$ cat config.mk
export PLATFORM = sky130hd
export DESIGN_NAME = kronos_decode_stage
export DESIGN_NICKNAME = d
export VERILOG_FILES = /design/src/rtl/kronos_decode_stage.sv
export SDC_FILE = /design/constraint.sdc
export NUM_CORES = 1
export LEC_CHECK = 0
export ABC_AREA = 1
export CORE_ASPECT_RATIO = 0.7
export CORE_MARGIN = 2
export CORE_UTILIZATION = 57
export CTS_CLUSTER_DIAMETER = 120
export DETAILED_ROUTE_END_ITERATION = 12
export GPL_TIMING_DRIVEN = 1
export PLACE_DENSITY = 0.86
export SLEW_MARGIN = 20
export SYNTH_ARGS = -nofsm -noshare
export SYNTH_HDL_FRONTEND = slang
export SYNTH_SLANG_ARGS = --single-unit
$ cat constraint.sdc
create_clock -name clk -period 4.6 [get_ports clk]
set_clock_uncertainty 0.1 [all_clocks]
set_input_delay 0.46 -clock clk [delete_from_list [all_inputs] [get_ports clk]]
set_output_delay 0.46 -clock clk [all_outputs]
set_load 0.05 [all_outputs]
$ cat src/rtl/kronos_decode_stage.sv
`default_nettype none
// ============================================================================
// Module   : kronos_decode_stage
// Purpose  : RV32I decode stage with valid/ready output and optional skid entry
// Revision : 1.0
// ============================================================================
module kronos_decode_stage #(
    parameter int SKID = 1
) (
    input  logic        clk,
    input  logic        rstz,
    input  logic        flush,
    input  logic [31:0] fetch_pc,
    input  logic [31:0] fetch_ir,
    input  logic        fetch_vld,
    output logic        fetch_rdy,
    output logic [31:0] decode_pc,
    output logic [3:0]  decode_op,
    output logic [2:0]  decode_funct3,
    output logic        decode_alt,
    output logic [4:0]  decode_rd,
    output logic [4:0]  decode_rs1,
    output logic [4:0]  decode_rs2,
    output logic [31:0] decode_imm,
    output logic        decode_we,
    output logic        decode_illegal,
    output logic        decode_vld,
    input  logic        decode_rdy
);

    typedef struct packed {
        logic [31:0] pc;
        logic [3:0]  op;
        logic [2:0]  funct3;
        logic        alt;
        logic [4:0]  rd;
        logic [4:0]  rs1;
        logic [4:0]  rs2;
        logic [31:0] imm;
        logic        we;
        logic        illegal;
    } dec_t;

    localparam logic [3:0] c_op_op      = 4'd0;
    localparam logic [3:0] c_op_opimm   = 4'd1;
    localparam logic [3:0] c_op_lui     = 4'd2;
    localparam logic [3:0] c_op_auipc   = 4'd3;
    localparam logic [3:0] c_op_jal     = 4'd4;
    localparam logic [3:0] c_op_jalr    = 4'd5;
    localparam logic [3:0] c_op_branch  = 4'd6;
    localparam logic [3:0] c_op_load    = 4'd7;
    localparam logic [3:0] c_op_store   = 4'd8;
    localparam logic [3:0] c_op_illegal = 4'd15;

    localparam logic [1:0] c_st_empty = 2'd0;
    localparam logic [1:0] c_st_one   = 2'd1;
    localparam logic [1:0] c_st_two   = 2'd2;

    logic [2:0]  w_f3;
    logic [6:0]  w_f7;
    logic [31:0] w_imm_i, w_imm_s, w_imm_b, w_imm_u, w_imm_j, w_imm_sh;
    logic [3:0]  w_op;
    logic [31:0] w_imm;
    logic        w_alt, w_legal, w_wcls;
    dec_t        w_dec;

    assign w_f3     = fetch_ir[14:12];
    assign w_f7     = fetch_ir[31:25];
    assign w_imm_i  = {{20{fetch_ir[31]}}, fetch_ir[31:20]};
    assign w_imm_s  = {{20{fetch_ir[31]}}, fetch_ir[31:25], fetch_ir[11:7]};
    assign w_imm_b  = {{19{fetch_ir[31]}}, fetch_ir[31], fetch_ir[7], fetch_ir[30:25], fetch_ir[11:8], 1'b0};
    assign w_imm_u  = {fetch_ir[31:12], 12'b0};
    assign w_imm_j  = {{11{fetch_ir[31]}}, fetch_ir[31], fetch_ir[19:12], fetch_ir[20], fetch_ir[30:21], 1'b0};
    assign w_imm_sh = {27'b0, fetch_ir[24:20]};

    always_comb begin
        w_op    = c_op_illegal;
        w_imm   = '0;
        w_alt   = 1'b0;
        w_legal = 1'b0;
        w_wcls  = 1'b0;
        case (fetch_ir[6:0])
            7'b0110011: begin
                w_op    = c_op_op;
                w_alt   = fetch_ir[30];
                w_wcls  = 1'b1;
                w_legal = (w_f7 == 7'b0000000) ||
                          ((w_f7 == 7'b0100000) && ((w_f3 == 3'b000) || (w_f3 == 3'b101)));
            end
            7'b0010011: begin
                w_op   = c_op_opimm;
                w_wcls = 1'b1;
                if (w_f3 == 3'b001) begin
                    w_imm   = w_imm_sh;
                    w_alt   = fetch_ir[30];
                    w_legal = (w_f7 == 7'b0000000);
                end else if (w_f3 == 3'b101) begin
                    w_imm   = w_imm_sh;
                    w_alt   = fetch_ir[30];
                    w_legal = (w_f7 == 7'b0000000) || (w_f7 == 7'b0100000);
                end else begin
                    w_imm   = w_imm_i;
                    w_legal = 1'b1;
                end
            end
            7'b0110111: begin w_op = c_op_lui;   w_imm = w_imm_u; w_wcls = 1'b1; w_legal = 1'b1; end
            7'b0010111: begin w_op = c_op_auipc; w_imm = w_imm_u; w_wcls = 1'b1; w_legal = 1'b1; end
            7'b1101111: begin w_op = c_op_jal;   w_imm = w_imm_j; w_wcls = 1'b1; w_legal = 1'b1; end
            7'b1100111: begin
                w_op = c_op_jalr; w_imm = w_imm_i; w_wcls = 1'b1;
                w_legal = (w_f3 == 3'b000);
            end
            7'b1100011: begin
                w_op = c_op_branch; w_imm = w_imm_b;
                w_legal = (w_f3 != 3'b010) && (w_f3 != 3'b011);
            end
            7'b0000011: begin
                w_op = c_op_load; w_imm = w_imm_i; w_wcls = 1'b1;
                w_legal = (w_f3 != 3'b011) && (w_f3 != 3'b110) && (w_f3 != 3'b111);
            end
            7'b0100011: begin
                w_op = c_op_store; w_imm = w_imm_s;
                w_legal = (w_f3 <= 3'b010);
            end
            default: w_legal = 1'b0;
        endcase
    end

    // Raw register/funct fields pass through even for illegal words
    always_comb begin
        w_dec        = '0;
        w_dec.pc     = fetch_pc;
        w_dec.funct3 = w_f3;
        w_dec.rd     = fetch_ir[11:7];
        w_dec.rs1    = fetch_ir[19:15];
        w_dec.rs2    = fetch_ir[24:20];
        if (w_legal) begin
            w_dec.op  = w_op;
            w_dec.alt = w_alt;
            w_dec.imm = w_imm;
            w_dec.we  = w_wcls && (fetch_ir[11:7] != 5'd0);
        end else begin
            w_dec.op      = c_op_illegal;
            w_dec.illegal = 1'b1;
        end
    end

    logic [1:0] r_state, w_next_state;
    logic       w_accept, w_load_out, w_out_from_skid;
    dec_t       r_out, w_skid_q;

    assign w_accept   = fetch_vld && fetch_rdy && !flush;
    assign decode_vld = (r_state != c_st_empty);

    always_comb begin
        w_next_state    = r_state;
        w_load_out      = 1'b0;
        w_out_from_skid = 1'b0;
        if (flush) begin
            w_next_state = c_st_empty;
        end else begin
            case (r_state)
                c_st_empty: begin
                    if (w_accept) begin
                        w_load_out   = 1'b1;
                        w_next_state = c_st_one;
                    end
                end
                c_st_one: begin
                    if (w_accept && decode_rdy) begin
                        w_load_out = 1'b1;
                    end else if (w_accept) begin
                        w_next_state = c_st_two;
                    end else if (decode_rdy) begin
                        w_next_state = c_st_empty;
                    end
                end
                c_st_two: begin
                    if (decode_rdy) begin
                        w_out_from_skid = 1'b1;
                        w_next_state    = c_st_one;
                    end
                end
                default: w_next_state = c_st_empty;
            endcase
        end
    end

    always_ff @(posedge clk or negedge rstz) begin
        if (!rstz) begin
            r_state <= c_st_empty;
            r_out   <= '0;
        end else begin
            r_state <= w_next_state;
            if (w_load_out) begin
                r_out <= w_dec;
            end else if (w_out_from_skid) begin
                r_out <= w_skid_q;
            end
        end
    end

    generate
        if (SKID != 0) begin : g_skid
            dec_t r_skid;
            logic r_fetch_rdy;
            always_ff @(posedge clk or negedge rstz) begin
                if (!rstz) begin
                    r_skid      <= '0;
                    r_fetch_rdy <= 1'b1;
                end else begin
                    if (!flush && (r_state == c_st_one) && w_accept && !decode_rdy) begin
                        r_skid <= w_dec;
                    end
                    r_fetch_rdy <= (w_next_state != c_st_two);
                end
            end
            assign w_skid_q  = r_skid;
            assign fetch_rdy = r_fetch_rdy;
        end else begin : g_noskid
            assign w_skid_q  = '0;
            assign fetch_rdy = !decode_vld || decode_rdy;
        end
    endgenerate

    assign decode_pc      = r_out.pc;
    assign decode_op      = r_out.op;
    assign decode_funct3  = r_out.funct3;
    assign decode_alt     = r_out.alt;
    assign decode_rd      = r_out.rd;
    assign decode_rs1     = r_out.rs1;
    assign decode_rs2     = r_out.rs2;
    assign decode_imm     = r_out.imm;
    assign decode_we      = r_out.we;
    assign decode_illegal = r_out.illegal;

endmodule
`default_nettype wire

==> metrics.md <==
| Metric | Value |
|---|---|
| RSZ-0062 raised after global routing | `false` |
| Clock slew at reported path FFs | `0.07 ns` |
| First-pass iteration count of the detailed router | `6` |
| CTS root buf | `clkbuf_16` |
| Compound-Gate Fraction of Synth Area | `0.0917` |
| CP required | `4.82 ns` |
| Synth unique cells | `29` |
| Die area | `16600 um^2` |
| Chip width | `153 um` |
| Synth Instances | `1214` |
| XOR/XNOR share of the synthesized area | `0` |
| Final Cell Area | `11100 um^2` |
| Total grt overflow | `0` |
| Via/cell ratio | `5.47` |
| Most frequent cells in the layout | `nand2_1, dfrtp_1, clkdlybuf4s50_1, nor2_1, o21ai_0` |
| Io pins | `160` |
| Iter 0 DRT Violations | `745` |
| Worst min-delay path class | `input port to asynchronous set/reset pin` |
| Reg2reg start | `r_state[0]` |
| Mux contribution to synthesized area | `0` |
| Final period utilization | `0.646` |
| Cts hold-fix bufs | `0` |
| Final WS setup | `1.63 ns` |
| DRC | `0` |
| Antenna cells | `0` |
| Yosys warning total | `0` |
| CTS tree | `done` |
| Final ANT Viol Nets | `0` |
| IO buf count | `159` |
| Post-detail-place hpwl | `15000 um` |
| #FFs+latches synth | `181` |
| Post-Syn Nets | `1283` |
| Vias in the first global route | `7562` |
| Avg Cell Area, Syn | `7.30 um^2` |
| Final WL | `23400 um` |
| Least-Margin Pin Slew | `0.980 ns` |
| Total number of vias | `8407` |
| Fin. max-slew vios | `0` |
| Max-cap viol count | `0` |
| Routed wire per std cell | `15.2 um` |
| CP arrival | `3.19 ns` |
| Nets | `1394` |
| Fmax achieved | `0.336 GHz` |
| Max_slew headroom | `0.347` |
| Die height | `108 um` |
| Post-CTS setup buffers | `0` |
| TritonCTS buffer count | `17` |
| VDD IR max | `260 uV` |
| PostCTS Resize Cnt | `0` |
| Synth Area in Simple Gates | `0.337` |
| Worst Reg2Reg Path Length in Cells | `9` |
| Main combinational cell family by area after synthesis | `simple AND/OR/NAND/NOR gates` |
| Reg-to-reg slack, setup | `1.71 ns` |
| Worst r2r dst | `decode_imm[3]` |
| Post-synthesis sequential area ratio | `0.511` |
| P_leak | `5.34 nW` |
| Largest net degree at the start of global routing | `114` |
| Adder-Cell Fraction of Synth Area | `0` |
| Filler-free cell count of the finished design | `1538` |
| Most common cell after layout, fill and taps aside | `nand2_1` |
| Total GRT Usage | `0.291` |
| Initial Util | `0.577` |
| Dpl ws | `1.26 ns` |
| Initial antenna violation count | `0` |
| Placed inst area | `10500 um^2` |
| CP endpoint kind | `register` |
| Setup TNS Final | `0 ns` |
| PwrDens | `441 nW/um^2` |
| Run status | `complete, no violations` |
| Layout area overhead | `24.8%` |
| Min Tclk post-route | `2.97 ns` |
| Final Util | `0.720` |
| Final setup fails | `0` |
| Total number of H-tree levels | `4` |
| Placer Congestion | `0.923` |
| Clk_lat worst skew | `0.43 ns` |
| Share of layout cells above drive strength 1 | `0.0448` |
| Crit-path max FO | `77` |
| Buffers from clock root to sink, at most | `2` |
| # clock sinks | `181` |
| Standard-cell rows | `38` |
| Crit path kind | `input port to register` |
| CORE AREA | `15400 um^2` |
| Final hold viol count | `0` |
| Cell area after synthesis | `8860 um^2` |
| First-pass GRT wire length | `38600 um` |
| Placed Cells incl. Taps | `1506` |
| Startpoint Class | `input port` |
-- logic make-up (layout without fill, tap and decap cells) --
logic type	after synthesis	count (layout)
and+or+nand+nor	748	748
buffers and inverters	125	249
DFF	181	181
AOI/OAI and AO/OA	160	160
-- flip-flops by register name, indices dropped and copies added, names as in the netlist, 2 cells and up --
register,count
decode_pc,32
decode_rs1,5
decode_imm,32
r_state,2
decode_funct3,3
g_skid.r_skid,89
decode_op,4
decode_rs2,5
decode_rd,5
-- worst max-delay path: stages --
cell and delay, ns:
clkdlybuf4s50_1 0.45, o21ai_0 0.43, nor2_4 0.18, o21ai_4 0.16, buf_4 0.65, buf_4 0.57, nor2_1 0.13, nand2_1 0.10
nand2_1 0.05
-- worst max path at each step --
stage,start,endpoint,slack [ns],cells past startpoint
6_report,decode_rdy,decode_imm[3],1.63,9
3_3_place_gp,decode_rdy,decode_imm[9],1.44,9
3_5_place_dp,decode_rdy,decode_imm[19],1.26,9
5_1_grt,decode_rdy,decode_imm[3],1.38,9
4_1_cts,decode_rdy,decode_imm[3],1.67,9
2_1_floorplan,fetch_rdy,decode_alt,2.66,8
-- report_power, final --
part	internal [W]	switching, W	leakage (nW)	total, W
clock	0.000744	0.000702	0.288	0.00145
sequential	0.00186	0.000157	2.38	0.00202
combinational	0.000460	0.000952	2.67	0.00141
-- per-layer routing --
metal,share of wire,global-route usage,up-vias
met5,0,0,-
met4,0.020,0.0952,0
met3,0.095,0.0585,48
met2,0.44,0.423,435
met1,0.44,0.443,3880
li1,-,-,4044
-- through the flow --
| stage | hold slack, ns | power [W] |
|---|---|---|
| final | 0.0481 | 0.00488 |
| after CTS | 0.0845 | 0.00490 |
| after global routing | 0.121 | 0.00509 |
| after detailed placement | 0.353 | 0.00345 |
| after floorplan | 0.0644 | 0.00290 |
| after global placement | 0.348 | 0.00342 |
-- Yosys cell counts (all sizes together) --
cell / number / area [um^2]
a21boi: 1 / 7.51
dfstp: 1 / 26.3
dfrtp: 180 / 4500
a31oi: 4 / 25.0
nand2: 507 / 1920
nand3b: 1 / 7.51
inv: 48 / 180
nor4: 1 / 6.26
clkinv: 1 / 3.75
nor3: 5 / 25.0
a21oi: 8 / 40.0
o21ai: 145 / 726
nor2: 156 / 606
nand4: 12 / 81.3
nand3: 66 / 343
o31ai: 1 / 7.51
o22ai: 1 / 6.26
buf: 38 / 205
clkbuf: 38 / 143
-- final cells by class --
type,instances,area [um^2]
multi-input cells,908,3820
flip-flops and latches,181,4530
well taps,200,250
clock inverters,14,154
fillers,1252,4300
repair buffers,168,1680
inverters,49,185
clock buffers,18,439
(Power assumes the default switching activity.)
